## src/rtl/envio_resposta_pkg.sv

```systemverilog
// ---------------------------------------------------------------------------
// envio_resposta_pkg
// Shared definitions for the response-transmit stage:
//   - serializer state encodings (legacy 2-bit values)
//   - command-code constants shared with the sensor connection
//   - the response pair type (command byte + value byte)
//   - the CLKS_PER_BIT derivation from clock frequency and baud rate
// ---------------------------------------------------------------------------
package envio_resposta_pkg;

    // Serializer FSM encodings, kept at their historical values.
    localparam logic [1:0] ST_IDLE  = 2'd0;
    localparam logic [1:0] ST_START = 2'd1;
    localparam logic [1:0] ST_DATA  = 2'd2;
    localparam logic [1:0] ST_STOP  = 2'd3;

    // Command codes published by the sensor connection.
    localparam logic [7:0] CMD_07 = 8'h07;
    localparam logic [7:0] CMD_1F = 8'h1F;
    localparam logic [7:0] CMD_TEMPERATURE = 8'h09;
    localparam logic [7:0] CMD_08 = 8'h08;
    localparam logic [7:0] CMD_AA = 8'hAA;
    localparam logic [7:0] CMD_ERROR = 8'h45;
    localparam logic [7:0] CMD_FF = 8'hFF;
    localparam logic [7:0] CMD_AB = 8'hAB;

    // One response as published by the sensor connection; the two bytes
    // always travel together.
    typedef struct packed {
        logic [7:0] command;
        logic [7:0] value;
    } resp_pair_t;

    // Cycles per serial bit for a given system clock and baud rate.
    function automatic int calc_clks_per_bit(input int clk_freq, input int baud);
        return clk_freq / baud;
    endfunction

endpackage

```

## src/rtl/envio_resposta_if.sv

```systemverilog
// ---------------------------------------------------------------------------
// envio_resposta_if
// Bundles the sensor-side response handshake and the UART-side outputs.
//   dados_validos     data-ready strobe/level; rising edge = new response
//   response_command  command byte of the response
//   response_value    value byte of the response
//   tx                UART serial line, idle high
//   busy              a two-byte frame is being shifted
//   done              one-cycle pulse at the end of the second stop bit
//   overrun           one-cycle pulse when an unsent pending pair is lost
// master: the producer side (sensor connection / bench)
// slave : envio_resposta
// ---------------------------------------------------------------------------
interface envio_resposta_if;
    logic       dados_validos;
    logic [7:0] response_command;
    logic [7:0] response_value;
    logic       tx;
    logic       busy;
    logic       done;
    logic       overrun;

    modport master (
        output dados_validos, response_command, response_value,
        input  tx, busy, done, overrun
    );

    modport slave (
        input  dados_validos, response_command, response_value,
        output tx, busy, done, overrun
    );
endinterface

```

## src/rtl/envio_resposta_uart_tx_byte.sv

```systemverilog
// ---------------------------------------------------------------------------
// uart_tx_byte
// Single-byte 8N1 serializer: start bit, 8 data bits LSB first, stop bit,
// each lasting CLKS_PER_BIT cycles.
//   clock, reset_n  system clock, asynchronous active-low reset
//   start           load data and begin a byte; honoured when idle or in
//                   the last cycle of the stop bit (back-to-back bytes)
//   data            byte to send, sampled with start
//   tx              serial line (registered, idle high)
//   busy            registered, high from start bit to end of stop bit
//   done            registered, high during the last cycle of the stop bit
//   done_next       combinational, high the cycle before done rises
// ---------------------------------------------------------------------------
module uart_tx_byte
    import envio_resposta_pkg::*;
#(
    parameter int CLKS_PER_BIT = 5208
) (
    input  logic       clock,
    input  logic       reset_n,
    input  logic       start,
    input  logic [7:0] data,
    output logic       tx,
    output logic       busy,
    output logic       done,
    output logic       done_next
);

    localparam int CNT_W = $clog2(CLKS_PER_BIT);
    localparam logic [CNT_W-1:0] CNT_LAST = CNT_W'(CLKS_PER_BIT - 1);
    localparam logic [CNT_W-1:0] CNT_PRE  = CNT_W'(CLKS_PER_BIT - 2);

    logic [1:0]       state;
    logic [CNT_W-1:0] baud_cnt;
    logic [2:0]       bit_cnt;
    logic [7:0]       shreg;

    // done is registered from this, so it lands exactly on the last stop
    // cycle; that is the cycle in which the next byte may be handed over.
    assign done_next = (state == ST_STOP) && (baud_cnt == CNT_PRE);

    // NOTE: every register here, data path included, takes the async reset
    // so the line is idle and no stale byte survives a mid-frame reset.
    always_ff @(posedge clock or negedge reset_n) begin
        if (!reset_n) begin
            state    <= ST_IDLE;
            baud_cnt <= '0;
            bit_cnt  <= '0;
            shreg    <= '0;
            tx       <= 1'b1;
            busy     <= 1'b0;
            done     <= 1'b0;
        end else begin
            // NOTE: non-blocking assignments throughout, so every branch
            // reads the pre-edge values of the state registers.
            done <= done_next;
            case (state)
                ST_IDLE: begin
                    tx <= 1'b1;
                    if (start) begin
                        state    <= ST_START;
                        tx       <= 1'b0;
                        shreg    <= data;
                        baud_cnt <= '0;
                        busy     <= 1'b1;
                    end
                end
                ST_START: begin
                    if (baud_cnt == CNT_LAST) begin
                        baud_cnt <= '0;
                        bit_cnt  <= '0;
                        state    <= ST_DATA;
                        tx       <= shreg[0];
                    end else begin
                        baud_cnt <= baud_cnt + 1'b1;
                    end
                end
                ST_DATA: begin
                    if (baud_cnt == CNT_LAST) begin
                        baud_cnt <= '0;
                        if (bit_cnt == 3'd7) begin
                            state <= ST_STOP;
                            tx    <= 1'b1;
                        end else begin
                            bit_cnt <= bit_cnt + 3'd1;
                            shreg   <= {1'b0, shreg[7:1]};
                            tx      <= shreg[1];
                        end
                    end else begin
                        baud_cnt <= baud_cnt + 1'b1;
                    end
                end
                default: begin // ST_STOP
                    if (baud_cnt == CNT_LAST) begin
                        baud_cnt <= '0;
                        if (start) begin
                            // Next byte follows with no idle gap.
                            state <= ST_START;
                            tx    <= 1'b0;
                            shreg <= data;
                        end else begin
                            state <= ST_IDLE;
                            busy  <= 1'b0;
                        end
                    end else begin
                        baud_cnt <= baud_cnt + 1'b1;
                    end
                end
            endcase
        end
    end

endmodule

```

## src/rtl/envio_resposta.sv

```systemverilog
// ---------------------------------------------------------------------------
// envio_resposta
// Sends each (command, value) response from the sensor connection to the
// host as two back-to-back 8N1 frames, command first. A one-deep pending
// buffer absorbs a response that arrives while a frame is in flight.
//   clock    system clock, all logic on posedge
//   reset_n  asynchronous active-low reset; discards frame and pending pair
//   bus      envio_resposta_if.slave:
//              in : dados_validos, response_command, response_value
//              out: tx, busy, done, overrun (all registered)
// Parameters: CLK_FREQ, BAUD, CLKS_PER_BIT (>= 2, overridable for sim).
// ---------------------------------------------------------------------------
module envio_resposta
    import envio_resposta_pkg::*;
#(
    parameter int CLK_FREQ     = 50_000_000,
    parameter int BAUD         = 9600,
    parameter int CLKS_PER_BIT = calc_clks_per_bit(CLK_FREQ, BAUD)
) (
    input  logic              clock,
    input  logic              reset_n,
    envio_resposta_if.slave   bus
);

    logic       dv_q;
    logic       new_resp;
    resp_pair_t incoming;
    resp_pair_t cur;
    resp_pair_t pend;
    logic       pend_valid;
    logic       byte_sel;     // 0: command byte on the line, 1: value byte
    logic       busy_q;
    logic       done_q;
    logic       overrun_q;

    logic       ser_start;
    logic [7:0] ser_data;
    logic       ser_tx;
    logic       ser_busy;
    logic       ser_done;
    logic       ser_done_next;

    logic       idle_start;
    logic       byte_handoff;
    logic       frame_end;

    assign incoming = {bus.response_command, bus.response_value};

    // dv_q resets high so a level already present at reset release is not
    // mistaken for a new response.
    assign new_resp = bus.dados_validos & ~dv_q;

    // ser_done marks the last stop-bit cycle of the serializer: the point
    // where the next byte (or the next frame) is handed over.
    assign idle_start   = ~busy_q & ~ser_busy & new_resp;
    assign byte_handoff = busy_q & ser_done & ~byte_sel;
    assign frame_end    = busy_q & ser_done & byte_sel;

    always_comb begin
        // NOTE: defaults first, so no path through this block infers a latch.
        ser_start = 1'b0;
        ser_data  = cur.command;
        if (idle_start) begin
            ser_start = 1'b1;
            ser_data  = incoming.command;
        end else if (byte_handoff) begin
            ser_start = 1'b1;
            ser_data  = cur.value;
        end else if (frame_end) begin
            if (pend_valid) begin
                ser_start = 1'b1;
                ser_data  = pend.command;
            end else if (new_resp) begin
                ser_start = 1'b1;
                ser_data  = incoming.command;
            end
        end
    end

    always_ff @(posedge clock or negedge reset_n) begin
        if (!reset_n) begin
            dv_q       <= 1'b1;
            cur        <= '0;
            pend       <= '0;
            pend_valid <= 1'b0;
            byte_sel   <= 1'b0;
            busy_q     <= 1'b0;
            done_q     <= 1'b0;
            overrun_q  <= 1'b0;
        end else begin
            dv_q      <= bus.dados_validos;
            done_q    <= ser_done_next & byte_sel;
            overrun_q <= 1'b0;

            if (idle_start) begin
                busy_q   <= 1'b1;
                cur      <= incoming;
                byte_sel <= 1'b0;
            end else if (byte_handoff) begin
                byte_sel <= 1'b1;
            end else if (frame_end) begin
                byte_sel <= 1'b0;
                if (pend_valid) begin
                    // Pending pair goes out next; a response arriving on this
                    // same cycle takes its place without counting as overrun.
                    cur        <= pend;
                    pend_valid <= new_resp;
                    if (new_resp) begin
                        pend <= incoming;
                    end
                end else if (new_resp) begin
                    cur <= incoming;
                end else begin
                    busy_q <= 1'b0;
                end
            end

            // Mid-frame arrivals land in the pending slot; replacing an
            // unsent pair is the only overrun condition.
            if (busy_q && new_resp && !frame_end) begin
                pend       <= incoming;
                pend_valid <= 1'b1;
                overrun_q  <= pend_valid;
            end
        end
    end

    uart_tx_byte #(
        .CLKS_PER_BIT (CLKS_PER_BIT)
    ) u_tx (
        .clock     (clock),
        .reset_n   (reset_n),
        .start     (ser_start),
        .data      (ser_data),
        .tx        (ser_tx),
        .busy      (ser_busy),
        .done      (ser_done),
        .done_next (ser_done_next)
    );

    assign bus.tx      = ser_tx;
    assign bus.busy    = busy_q;
    assign bus.done    = done_q;
    assign bus.overrun = overrun_q;

endmodule
```

## src/flat_wrapper.sv

```systemverilog
// flat-port wrapper written by rule: the top's interface ports become plain ports
module envio_resposta_flat import envio_resposta_pkg::*;
#(
    parameter int CLK_FREQ     = 50_000_000,
    parameter int BAUD         = 9600,
    parameter int CLKS_PER_BIT = calc_clks_per_bit(CLK_FREQ, BAUD)
)
  (clock, reset_n, bus_dados_validos, bus_response_command, bus_response_value, bus_tx, bus_busy, bus_done, bus_overrun);
  envio_resposta_if bus_i ();
  input  logic clock;
  input  logic reset_n;
  input wire logic [$bits(bus_i.dados_validos)-1:0] bus_dados_validos;
  input wire logic [$bits(bus_i.response_command)-1:0] bus_response_command;
  input wire logic [$bits(bus_i.response_value)-1:0] bus_response_value;
  output wire logic [$bits(bus_i.tx)-1:0] bus_tx;
  output wire logic [$bits(bus_i.busy)-1:0] bus_busy;
  output wire logic [$bits(bus_i.done)-1:0] bus_done;
  output wire logic [$bits(bus_i.overrun)-1:0] bus_overrun;
  assign bus_i.dados_validos = bus_dados_validos;
  assign bus_i.response_command = bus_response_command;
  assign bus_i.response_value = bus_response_value;
  assign bus_tx = bus_i.tx;
  assign bus_busy = bus_i.busy;
  assign bus_done = bus_i.done;
  assign bus_overrun = bus_i.overrun;
  envio_resposta #(.CLK_FREQ(CLK_FREQ), .BAUD(BAUD), .CLKS_PER_BIT(CLKS_PER_BIT)) u_core (.clock(clock), .reset_n(reset_n), .bus(bus_i));
endmodule
```

## config.mk

```make
export PLATFORM = sky130hd
export DESIGN_NAME = envio_resposta_flat
export DESIGN_NICKNAME = d
export VERILOG_FILES = /design/src/rtl/envio_resposta_pkg.sv /design/src/rtl/envio_resposta_if.sv /design/src/rtl/envio_resposta_uart_tx_byte.sv /design/src/rtl/envio_resposta.sv /design/src/flat_wrapper.sv
export SDC_FILE = /design/constraint.sdc
export NUM_CORES = 1
export LEC_CHECK = 0
export BUFFER_PORTS_ARGS = -buffer_cell sky130_fd_sc_hd__clkbuf_2
export CAP_MARGIN = 0
export CORE_UTILIZATION = 35
export DETAILED_ROUTE_END_ITERATION = 8
export GPL_ROUTABILITY_DRIVEN = 1
export PLACE_DENSITY_LB_ADDON = 0.05
export SLEW_MARGIN = 20
export SYNTH_ARGS = -nofsm -noshare
export SYNTH_HDL_FRONTEND = slang
export SYNTH_SLANG_ARGS = --single-unit
```

## constraint.sdc

```tcl
create_clock -name clock -period 6.9 [get_ports clock]
set_input_delay 0.345 -clock clock [delete_from_list [all_inputs] [get_ports clock]]
set_output_delay 0.345 -clock clock [all_outputs]
set_load 0.01 [all_outputs]
```

==> key figures, run 1 <==
Run status
  – Status: finished, final reports clean

Cells and area
  – # fillers: 949
  – Layout cell share with drive strength beyond 1: 20.23%
  – Final Cell Area: 3865 um^2
  – Nets@finish: 370
  – Area Growth Syn to Fin: 12.41%
  – Antenna cells: 0

Floorplanning
  – Top Ports: 23
  – Core area: 9371 um^2
  – Die footprint: 10,220 um^2
  – # rows: 35
  – Starting Density: 36.69%
  – Overall die width: 101.1 um
  – Die height: 101.1 um

Logic synthesis
  – Synthesized instance count: 323
  – Seq/Total Area, Yosys: 48.84%
  – Largest family of logic cells by synthesized area: compound AO/OA/AOI/OAI gates
  – Syn Area/Cell: 10.64 um^2
  – Syn Std Cell Area: 3438 um^2
  – Post-synthesis mux area share: 11.97%
  – Synth Area in Compound Gates: 15.50%
  – Synth top area cells: dfrtp_1, mux2_2, mux2i_1
  – Register bit total from synthesis: 67
  – Top cell type by total area after synthesis: dfrtp_1
  – Yosys cell types: 53
  – Synth top area share: 47.31%
  – Simple-gate share of the synthesized area: 13.39%
  – Post-Synth Adder-Cell Area: 3.639%
  – EDFF count, synth: 0
  – Mapped Nets: 352
  – Synth top cells by count: dfrtp_1, nor2_1, mux2_2
  – Ys flop type: dfrtp_1
  – Asr flop ratio synth: 100.0%
  – Yosys warns: 0
  – Post-Synth XOR/XNOR Area: 2.547%
  – Top-count cell post-synth: dfrtp_1

STA
  – RSZ-0062 raised after global routing: false
  – Max Fclk: 0.3506 GHz
  – Hold WS: 0.1207 ns
  – Clock Skew: 0.008589 ns
  – Worst slew pin tran: 0.9802 ns
  – TNS Setup: 0 ns
  – Worst slew margin: 34.66%
  – Count of final max-slew check failures: 0
  – Final setup vio count: 0
  – Final-report hold violation count: 0
  – Tmin final: 2.852 ns
  – Fin crit share: 41.33%

Routing
  – DR vias/cell: 5.192
  – Routed Antenna Nets: 0
  – Routed length per instance: 15.81 um
  – Starting DRT DRC Count: 132
  – WL final: 7.508 mm
  – Via count: 2,466
  – DRC violations left: 0
  – Initial DRT Pass Iterations: 4

Flow run
  – Max_cap viols: 0

Worst setup path
  – CP Launch Type: register
  – WP data required: 7.10 ns
  – Crit path DAT: 3.05 ns
  – Worst-case reg-to-reg path depth: 9
  – FF-to-FF Start: u_core.bus.busy
  – Critical path type: reg -> reg
  – CP endpoint kind: register
  – Critical Path Fanout Max: 13
  – Reg2reg end: u_core.u_tx.baud_cnt[9]
  – Reg2reg setup slack: 4.05 ns

Clocking
  – Clock Path Buffers: 2
  – CTS root buf: clkbuf_8
  – PostCTS Resize Cnt: 0
  – Hold Buf Count CTS: 0
  – Clk Latency, worst-skew pair: 0.34 ns
  – CTS clk-pin slew, worst paths: 0.08 ns
  – CTS Buf Count: 9
  – CTS tree: done
  – Post-CTS Setup Bufs: 0
  – Clk sinks: 67
  – Max H-tree Level: 3

Global routing
  – Initial antenna violation count: 0
  – Largest net degree at the start of global routing: 68
  – Total global routing overflow: 0
  – GRT Overall Usage: 16.22%
  – First-pass GRT wire length: 12.64 mm
  – Number of global-route vias before repair: 2,421

Hold path
  – Hold path endpoint: u_core.dv_q
  – HP Start: bus_dados_validos
  – Hold depth: 1
  – Hold Path Class: in -> reg

Place
  – Gp weighted congestion: 0.7343
  – Port Buf Inserts: 22
  – Placement Cell Area: 3640 um^2
  – HPWL after detailed placement: 5.177 mm

Power
  – PD cells: 233.7 nW/um^2
  – Max IR drop VDD: 0.08437 mV
  – Leakage: 1.730 nW
## critical path, stage by stage (launching register included)
cell and delay [ns]:
dfrtp_1 0.48, or2_2 0.34, nor2_1 0.32, nor2_1 0.16
ha_1 0.38, nand4b_1 0.31, nor3_1 0.35, and3_1 0.22
xnor2_1 0.12, nor2_1 0.05
## power by group
group	internal [W]	total, W	switching, W	leakage [nW]
Clock	0.000214	0.000373	0.000159	0.117
Combinational	0.0000412	0.0000792	0.0000380	0.779
Sequential	0.000427	0.000451	0.0000236	0.835
## cell usage in the layout (no fill, tap or decap), types with 4 or more instances in the layout
master / netlist / routed
a21oi_1: 20 / 20
a221oi_1: 6 / 6
a222oi_1: 5 / 5
a2bb2oi_1: 8 / 8
and3_1: 5 / 5
clkbuf_2: 1 / 21
clkbuf_8: 0 / 10
dfrtp_1: 65 / 65
ha_1: 10 / 10
inv_1: 17 / 17
mux2_2: 24 / 24
mux2i_1: 13 / 13
nand2_1: 21 / 21
nand3_1: 7 / 7
nor2_1: 29 / 29
nor2b_1: 5 / 5
nor3_1: 8 / 8
o21ai_0: 8 / 8
o22ai_1: 4 / 4
xnor2_1: 6 / 6
xor2_1: 4 / 4
## cells by family after synthesis
group                    count (synthesis)
AO/OA/AOI/OAI                           72
XOR/XNOR                                10
adder cells (fa/ha/maj)                 10
buffers and inverters                   33
flip-flops                              67
multiplexers                            38
AND/OR/NAND/NOR                         93
## sequential cells by signal (all words and copies together), names as in the netlist
name and count:
u_core.dv_q 1, u_core.byte_sel 1, u_core.u_tx.baud_cnt 13, u_core.u_tx.done 1, u_core.bus.overrun 1, u_core.u_tx.busy 1, u_core.u_tx.state 2, u_core.pend_valid 1
u_core.u_tx.bit_cnt 3, u_core.cur 16, u_core.bus.busy 1, u_core.u_tx.tx 1, u_core.bus.done 1, u_core.u_tx.shreg 8, u_core.pend 16
## routing by layer
layer  share of wire, %  vias up  routed length, um  GRT usage [%]
li1                   -     1210                  -              -
met1                 54     1216               4090          24.19
met2                 42       32               3152          23.34
met3                2.3        8                174          2.705
met4                1.2        0                 91          6.355
met5                  0        -                  0              0
## area by class of cell
class                   instances  area (um^2)  share of cell area (%)
clock buffers                  10        137.6                   3.561
flip-flops and latches         67         1679                   43.44
repair buffers                 23        117.6                   3.043
well taps                     129        161.4                   4.176
inverters                      17        63.81                   1.651
clock inverters                 6        87.58                   2.266
multi-input cells             223         1618                   41.86
## metrics by stage
step	cells	power, W	utilization [%]	worst slack (ns)
final	475	0.0009031	41.24	4.048
after global routing	475	0.0009502	41.24	3.700
after CTS	475	0.0009169	41.24	4.026
after detailed placement	459	0.0005390	38.84	4.056
after global placement	459	0.0005378	38.84	4.128
after floorplan	323	0.0005055	-	4.509
## how the worst max path moves through the flow
| stage | start | slack (ns) | to |
|---|---|---|---|
| 6_report | u_core.bus.busy | 4.05 | u_core.u_tx.baud_cnt[9] |
| 5_1_grt | u_core.bus.busy | 3.70 | u_core.u_tx.baud_cnt[9] |
| 4_1_cts | u_core.bus.busy | 4.03 | u_core.u_tx.baud_cnt[9] |
| 3_5_place_dp | u_core.bus.busy | 4.06 | u_core.u_tx.baud_cnt[9] |
| 3_3_place_gp | u_core.bus.busy | 4.13 | u_core.u_tx.baud_cnt[9] |
| 2_1_floorplan | u_core.bus.busy | 4.51 | u_core.u_tx.baud_cnt[9] |
(Power assumes the default switching activity.)
==> inputs of run 2 (changes only) <==
--- a/config.mk
+++ b/config.mk
@@ -5,6 +5,7 @@
 export SDC_FILE = /design/constraint.sdc
 export NUM_CORES = 1
 export LEC_CHECK = 0
+export ABC_AREA = 1
 export BUFFER_PORTS_ARGS = -buffer_cell sky130_fd_sc_hd__clkbuf_2
 export CAP_MARGIN = 0
 export CORE_UTILIZATION = 35
==> constraint.sdc (replaced) <==
create_clock -name clock -period 3 [get_ports clock]
set_input_delay 0.15 -clock clock [delete_from_list [all_inputs] [get_ports clock]]
set_output_delay 0.15 -clock clock [all_outputs]
set_load 0.01 [all_outputs]
==> run 2 against run 1 <==
Fmax increased by 7.2%; wire length up 15%; synthesized area up 4.3%; register-to-register slack got worse by 3.7 ns; worst hold slack got worse by 0.10 ns; global-route usage grew 1.7 points; die area up 4.2%; power increased by 110%; sequential share of layout area shrank 2.3 points; clock skew grew 0.0028 ns; utilization up 0.083 points; critical path type unchanged; highest routed layer unchanged.
==> key figures, run 2 <==
Clocking
  – CTS Buf Count: 9 (unchanged)
  – Clk sinks: 67 (unchanged)
  – PostCTS Resize Cnt: 0 (unchanged)
  – Max H-tree Level: 3 (unchanged)
  – CTS tree: done (unchanged)
  – Hold Buf Count CTS: 2 (was 0)
  – Clk Latency, worst-skew pair: 0.34 ns (about the same)
  – Clock Path Buffers: 2 (unchanged)
  – CTS clk-pin slew, worst paths: 0.08 ns (about the same)
  – CTS root buf: clkbuf_8 (unchanged)
  – Post-CTS Setup Bufs: 0 (unchanged)

STA
  – Worst slew margin: 48.26% (was 34.66%)
  – Tmin final: 2.660 ns (was 2.852 ns)
  – TNS Setup: 0 ns (unchanged)
  – Final-report hold violation count: 0 (unchanged)
  – Count of final max-slew check failures: 0 (unchanged)
  – Hold WS: 0.02065 ns (was 0.1207 ns)
  – Fin crit share: 88.66% (was 41.33%)
  – Max Fclk: 0.3760 GHz (was 0.3506 GHz)
  – RSZ-0062 raised after global routing: false (unchanged)
  – Clock Skew: 0.01143 ns (was 0.008589 ns)
  – Worst slew pin tran: 0.7760 ns (was 0.9802 ns)
  – Final setup vio count: 0 (unchanged)

Cells and area
  – Layout cell share with drive strength beyond 1: 12.84% (was 20.23%)
  – # fillers: 1,039 (was 949)
  – Commonest cells after routing, fill and taps aside: nand2_1, dfrtp_1, inv_1 (was dfrtp_1, nor2_1, mux2_2)
  – Nets@finish: 538 (was 370)
  – Antenna cells: 0 (unchanged)
  – Cell Count, Final, Fillers Out: 647 (was 475)
  – Top Registers: u_core.cur: 16 flops, u_core.pend: 16 flops, u_core.u_tx.baud_cnt: 13 flops (unchanged)
  – Area Growth Syn to Fin: 13.72% (was 12.41%)
  – Most common cell after layout, fill and taps aside: nand2_1 (was dfrtp_1)
  – Fin util: 41.32% (was 41.24%)

Place
  – Gp weighted congestion: 0.8473 (was 0.7343)
  – Dpl cells: 629 (was 459)
  – HPWL after detailed placement: 6.109 mm (was 5.177 mm)
  – Port Buf Inserts: 22 (unchanged)

Floorplanning
  – Die height: 103.2 um (was 101.1 um)
  – Overall die width: 103.2 um (was 101.1 um)
  – Top Ports: 23 (unchanged)
  – # rows: 36 (was 35)
  – Starting Density: 36.34% (was 36.69%)
  – Core area: 9864 um^2 (was 9371 um^2)
  – Die footprint: 10,650 um^2 (was 10,220 um^2)

Logic synthesis
  – Yosys cell types: 30 (was 53)
  – Synth top cells by count: nand2_1, dfrtp_1, inv_1 (was dfrtp_1, nor2_1, mux2_2)
  – Syn Std Cell Area: 3585 um^2 (was 3438 um^2)
  – Asr flop ratio synth: 100.0% (unchanged)
  – Synth top area share: 45.38% (was 47.31%)
  – Mapped Nets: 508 (was 352)
  – Top cell type by total area after synthesis: dfrtp_1 (unchanged)
  – Register bit total from synthesis: 67 (unchanged)
  – Yosys warns: 0 (unchanged)
  – EDFF count, synth: 0 (unchanged)
  – Top-count cell post-synth: nand2_1 (was dfrtp_1)
  – Seq/Total Area, Yosys: 46.84% (was 48.84%)
  – Syn Area/Cell: 7.484 um^2 (was 10.64 um^2)
  – Synthesized instance count: 479 (was 323)
  – Ys flop type: dfrtp_1 (unchanged)
  – Synth top area cells: dfrtp_1, nand2_1, nand3_1 (was dfrtp_1, mux2_2, mux2i_1)

Routing
  – Routed Antenna Nets: 0 (unchanged)
  – Via count: 3,018 (was 2,466)
  – DRC violations left: 0 (unchanged)
  – DR vias/cell: 4.665 (was 5.192)
  – WL final: 8.628 mm (was 7.508 mm)
  – Initial DRT Pass Iterations: 4 (unchanged)
  – Routed length per instance: 13.34 um (was 15.81 um)
  – Starting DRT DRC Count: 112 (was 132)

Global routing
  – Total global routing overflow: 0 (unchanged)
  – First-pass GRT wire length: 14.35 mm (was 12.64 mm)
  – Number of global-route vias before repair: 2,909 (was 2,421)
  – Initial antenna violation count: 0 (unchanged)
  – GRT Overall Usage: 17.95% (was 16.22%)
  – Largest net degree at the start of global routing: 38 (was 68)

Worst setup path
  – WP data required: 3.27 ns (was 7.10 ns)
  – Top Family by Delay on Critical Path: simple AND/OR/NAND/NOR gates (unchanged)
  – Slowest-stage cell, CP: dfrtp_1 (unchanged)
  – CP endpoint kind: register (unchanged)
  – CP bufs+invs: 4 (was 0)
  – Slowest stage delay, CP: 0.43 ns (was 0.48 ns)
  – Critical Path Fanout Max: 10 (was 13)
  – Reg2reg setup slack: 0.34 ns (was 4.05 ns)
  – Cell chain of the critical path: nand2_2 > nor2_4 > inv_2 > nand3_1 > inv_1 > ha_1 > inv_1 > nand3_1 > nor2_1 > nand2_1 > nor2_1 > inv_1 > nor2_1 > nand2_1 > a21oi_1 (was or2_2 > nor2_1 > nor2_1 > ha_1 > nand4b_1 > nor3_1 > and3_1 > xnor2_1 > nor2_1)
  – CP Launch Type: register (unchanged)
  – Crit path DAT: 2.93 ns (was 3.05 ns)
  – Critical path type: reg -> reg (unchanged)

Power
  – Leakage: 2.162 nW (was 1.730 nW)
  – Switching fraction of total power: 24.74% (was 24.45%)
  – Comb pwr share: 7.3% (was 8.8%)
  – Sw power: 0.0004693 W (was 0.0002208 W)
  – Sequential group share of total power: 50.0% (was 49.9%)
  – Max IR drop VDD: 0.2504 mV (was 0.08437 mV)
  – PD cells: 465.3 nW/um^2 (was 233.7 nW/um^2)
  – P_int: 0.001428 W (was 0.0006823 W)
  – Clock Power Share: 42.6% (was 41.3%)
  – Tot Pwr: 0.001897 W (was 0.0009031 W)

Run status
  – Status: finished, final reports clean (unchanged)

Hold path
  – Hold Path Class: in -> reg (unchanged)

Flow run
  – Max_cap viols: 0 (unchanged)
==> run 2: cell types whose count changed in the layout (fill, tap and decap cells not counted), sizes merged, moves of 5 or more <==
| cell | change |
|---|---|
| inv | +34 |
| xnor2 | -6 |
| and3 | -5 |
| or2 | +5 |
| nand2 | +143 |
| o21ai | +26 |
| mux2i | -13 |
| a222oi | -5 |
| a221oi | -6 |
| nor2b | -5 |
| a2bb2oi | -8 |
| nand3 | +35 |
| mux2 | -25 |
| nor2 | +18 |
==> run 2: kinds of logic after synthesis <==
group / Yosys count / share of synthesized area, %
AND/OR/NAND/NOR: 267 / 31.48
buffers and inverters: 62 / 6.981
adder cells (fa/ha/maj): 10 / 3.490
AO/OA/AOI/OAI: 73 / 11.20
flip-flops: 67 / 46.84
==> run 2: worst paths after layout <==
| path | endpoint | cells past startpoint | startpoint |
|---|---|---|---|
| max in group asynchronous | u_core.u_tx.tx | 3 | reset_n |
| setup / recovery | u_core.u_tx.baud_cnt[10] | 15 | u_core.bus.busy |
| min in group asynchronous | u_core.pend[13] | 3 | reset_n |
| hold / removal | u_core.pend[6] | 3 | bus_response_value[6] |
| setup reg to reg | u_core.u_tx.baud_cnt[10] | 15 | u_core.bus.busy |
| hold reg to reg | u_core.pend[0] | 2 | u_core.pend[0] |
==> run 2: final cells by class <==
class                   instances  area [um^2]  share of cell area, %
repair buffers                 29        167.7                  4.113
clock buffers                  12        165.2                  4.052
flip-flops and latches         67         1679                  41.19
multi-input cells             350         1655                  40.61
inverters                      52        195.2                  4.788
well taps                     133        166.4                  4.082
clock inverters                 4        47.55                  1.166
==> run 2: power by group through the flow <==
| stage | clock, W | combinational, W | sequential, W |
|---|---|---|---|
| global route | 0.000869 | 0.000165 | 0.000953 |
| finish | 0.000809 | 0.000139 | 0.000949 |
| detailed placement | 0 | 0.000141 | 0.000966 |
| CTS | 0.000827 | 0.000144 | 0.000949 |
| floorplan | 0 | 0.0000794 | 0.000964 |
| global placement | 0 | 0.000141 | 0.000966 |
==> run 2: tightest hold or removal path, delay by kind of cell <==
family | cells | cell delay, ns
AND/OR/NAND/NOR | 2 | 0.10
buffers and inverters | 1 | 0.09
==> run 2: metrics by stage <==
stage / setup WS (ns) / cell area [um^2]
detailed placement: 0.3359 / 3844
global route: 0.02184 / 4076
finish: 0.3403 / 4076
floorplan: 0.7138 / 3585
CTS: 0.3329 / 4076
global placement: 0.4764 / 3844
==> run 2: routing by layer <==
metal  track usage [%]  vias to the layer above  share of wire, %
met4             6.501                        0               1.0
met1             25.88                     1380                53
met2             27.44                       36                43
met5                 0                        -                 0
met3             2.688                        8               2.7
li1                  -                     1594                 -
==> inputs of run 3 (changes only) <==
==> constraint.sdc (replaced) <==
create_clock -name clock -period 2.87 [get_ports clock]
set_input_delay 0.1435 -clock clock [delete_from_list [all_inputs] [get_ports clock]]
set_output_delay 0.1435 -clock clock [all_outputs]
set_load 0.01 [all_outputs]
==> run 3 against run 2 <==
Global-route usage up 0.69 points; clock skew down 0.0015 ns; largest cell class unchanged; die area unchanged; clock-buffer cell count down 2; critical path type unchanged; cell area up 1.8%; sequential cell count unchanged; utilization up 0.74 points; highest routed layer unchanged; fmax up 5.4%; non-clock buffer count up 6; sequential power up 4.5%; register-to-register slack about the same; cell count up 0.93%.
==> key figures, run 3 (synthesis results as in run 2) <==
Power
  – Sequential group share of total power: 49.3% (was 50.0%)
  – Clock Power Share: 42.9% (was 42.6%)
  – Leakage: 2.192 nW (was 2.162 nW)
  – Sw power: 0.0005001 W (was 0.0004693 W)
  – Comb pwr share: 7.8% (was 7.3%)
  – Max IR drop VDD: 0.2462 mV (was 0.2504 mV)
  – P_int: 0.001513 W (was 0.001428 W)
  – Switching fraction of total power: 24.84% (was 24.74%)
  – PD cells: 485.2 nW/um^2 (was 465.3 nW/um^2)

Cells and area
  – Nets@finish: 544 (was 538)
  – Most common cell after layout, fill and taps aside: nand2_1 (unchanged)
  – Antenna cells: 0 (unchanged)
  – Top Registers: u_core.cur: 16 flops, u_core.pend: 16 flops, u_core.u_tx.baud_cnt: 13 flops (unchanged)
  – Area Growth Syn to Fin: 15.74% (was 13.72%)
  – # fillers: 1,044 (was 1,039)
  – Fin util: 42.06% (was 41.32%)
  – Layout cell share with drive strength beyond 1: 12.69% (was 12.84%)
  – Commonest cells after routing, fill and taps aside: nand2_1, dfrtp_1, inv_1 (unchanged)

Worst setup path
  – Slowest stage delay, CP: 0.43 ns (about the same)
  – Crit path DAT: 2.80 ns (was 2.93 ns)
  – WP data required: 3.15 ns (was 3.27 ns)
  – Critical path destination: u_core.u_tx.baud_cnt[10] (unchanged)
  – Cell chain of the critical path: nand2_2 > nor2_4 > inv_2 > nand3_1 > inv_1 > ha_1 > inv_2 > nand3_1 > nor2_2 > nand2_1 > nor2_1 > inv_1 > nor2_1 > nand2_1 > a21oi_1 (was nand2_2 > nor2_4 > inv_2 > nand3_1 > inv_1 > ha_1 > inv_1 > nand3_1 > nor2_1 > nand2_1 > nor2_1 > inv_1 > nor2_1 > nand2_1 > a21oi_1)
  – Critical Path Fanout Max: 10 (unchanged)
  – Top Family by Delay on Critical Path: simple AND/OR/NAND/NOR gates (unchanged)
  – Slowest-stage cell, CP: dfrtp_1 (unchanged)
  – Reg2reg setup slack: 0.35 ns (was 0.34 ns)
  – CP bufs+invs: 4 (unchanged)
  – Worst-case reg-to-reg path depth: 15 (unchanged)
  – CP Depth: 15 (unchanged)
  – Reg2reg end: u_core.u_tx.baud_cnt[10] (unchanged)
  – CP Launch Type: register (unchanged)
  – Critical path type: reg -> reg (unchanged)
  – FF-to-FF Start: u_core.bus.busy (unchanged)
  – Worst setup startpoint: u_core.bus.busy (unchanged)
  – CP endpoint kind: register (unchanged)

Global routing
  – Initial antenna violation count: 0 (unchanged)
  – First-pass GRT wire length: 14.84 mm (was 14.35 mm)
  – Number of global-route vias before repair: 2,974 (was 2,909)
  – Largest net degree at the start of global routing: 68 (was 38)
  – GRT Overall Usage: 18.64% (was 17.95%)
  – Total global routing overflow: 0 (unchanged)

STA
  – RSZ-0062 raised after global routing: false (unchanged)
  – Tmin final: 2.524 ns (was 2.660 ns)
  – Final setup vio count: 0 (unchanged)
  – TNS Setup: 0 ns (unchanged)
  – Worst slew margin: 51.07% (was 48.26%)
  – Fin crit share: 87.93% (was 88.66%)
  – Worst slew pin tran: 0.7339 ns (was 0.7760 ns)
  – Final-report hold violation count: 0 (unchanged)
  – Count of final max-slew check failures: 0 (unchanged)
  – Final Worst Setup Slack: 0.3463 ns (was 0.3403 ns)
  – Clock Skew: 0.009953 ns (was 0.01143 ns)
  – Max Fclk: 0.3962 GHz (was 0.3760 GHz)

Clocking
  – Clk Latency, worst-skew pair: 0.35 ns (was 0.34 ns)
  – Max H-tree Level: 3 (unchanged)
  – Post-CTS Setup Bufs: 0 (unchanged)
  – CTS Buf Count: 9 (unchanged)
  – CTS tree: done (unchanged)
  – Clk sinks: 67 (unchanged)
  – CTS clk-pin slew, worst paths: 0.08 ns (about the same)
  – CTS root buf: clkbuf_8 (unchanged)
  – Clock Path Buffers: 2 (unchanged)

Flow run
  – Max_cap viols: 0 (unchanged)

Place
  – Post-place setup slack: 0.2174 ns (was 0.3359 ns)
  – Gp weighted congestion: 0.8256 (was 0.8473)
  – Port Buf Inserts: 22 (unchanged)
  – HPWL after detailed placement: 6.028 mm (was 6.109 mm)

Routing
  – DRC violations left: 0 (unchanged)
  – WL final: 8.800 mm (was 8.628 mm)
  – Routed length per instance: 13.48 um (was 13.34 um)
  – Starting DRT DRC Count: 185 (was 112)
  – Routed Antenna Nets: 0 (unchanged)
  – DR vias/cell: 4.757 (was 4.665)
  – Via count: 3,106 (was 3,018)
  – Initial DRT Pass Iterations: 5 (was 4)

Run status
  – Status: finished, final reports clean (unchanged)

Floorplanning
  – Core area: 9864 um^2 (unchanged)
  – Top Ports: 23 (unchanged)
  – Overall die width: 103.2 um (unchanged)
  – Starting Density: 36.34% (unchanged)
  – # rows: 36 (unchanged)
  – Die footprint: 10,650 um^2 (unchanged)
  – Die height: 103.2 um (unchanged)

Hold path
  – Hold Path Class: in -> reg (unchanged)
==> run 3: cell types whose count changed in the layout (fill, tap and decap cells not counted), sizes merged <==
cell / previous run / this run
clkbuf: 33 / 31
clkinv: 2 / 4
dlygate4sd3: 2 / 9
bufinv: 1 / 2
clkinvlp: 1 / 0
buf: 6 / 5
==> run 3: per-stage QoR <==
step | power, W | cell area (um^2) | std cells | hold WS [ns]
2_1_floorplan | 0.001091 | 3585 | 479 | -0.1521
3_3_place_gp | 0.001158 | 3849 | 628 | 0.2055
3_5_place_dp | 0.001160 | 3849 | 628 | 0.2040
4_1_cts | 0.002046 | 4146 | 653 | 0.001884
5_1_grt | 0.002111 | 4149 | 653 | 0.02798
6_report | 0.002013 | 4149 | 653 | 0.01652
==> run 3: power groups by stage <==
stage          clock network [W]  registers, W   logic, W
3_5_place_dp                   0       0.00101   0.000150
5_1_grt                 0.000935      0.000996   0.000180
3_3_place_gp                   0       0.00101   0.000149
2_1_floorplan                  0       0.00101  0.0000830
4_1_cts                 0.000894      0.000992   0.000160
6_report                0.000865      0.000992   0.000157
==> run 3: routing by layer <==
metal,share of wire [%],track usage [%],vias to the layer above
met5,0,0,-
met3,3.2,3.763,15
met4,1.6,6.717,0
met1,53,26.47,1426
li1,-,-,1611
met2,42,28.21,54
==> run 3: worst min-delay path by stage <==
stage               depth (start not counted)               to                    start  slack [ns]
CTS                                         3   u_core.pend[3]    bus_response_value[3]       0.002
floorplan                                   0  u_core.bus.busy                  reset_n       -0.15
global route                                3  u_core.pend[11]  bus_response_command[3]        0.03
global placement                            2  u_core.pend[12]                  reset_n        0.21
finish                                      3   u_core.pend[3]    bus_response_value[3]        0.02
detailed placement                          2  u_core.pend[11]                  reset_n        0.20
==> run 3: repair_timing <==
item | in CTS | in global routing
setup endpoints to repair | 0 | 3
resized for setup | 0 | 2
hold endpoints to repair | 73 | 0
hold buffers | 9 | 0
==> run 3: cell type report <==
class                      count  area [um^2]  area share (%)
clock buffer                  10        127.6           3.076
clock inverter                 6        80.08           1.930
inverter                      52        195.2           4.704
multi-input combinational    350         1658           39.96
sequential                    67         1679           40.47
tap                          133        166.4           4.011
timing repair buffer          35        242.7           5.850
==> run 3: worst min-delay path, stage by stage <==
cell,delay (ns)
clkbuf_2,0.09
nand2_1,0.05
nand2_1,0.06
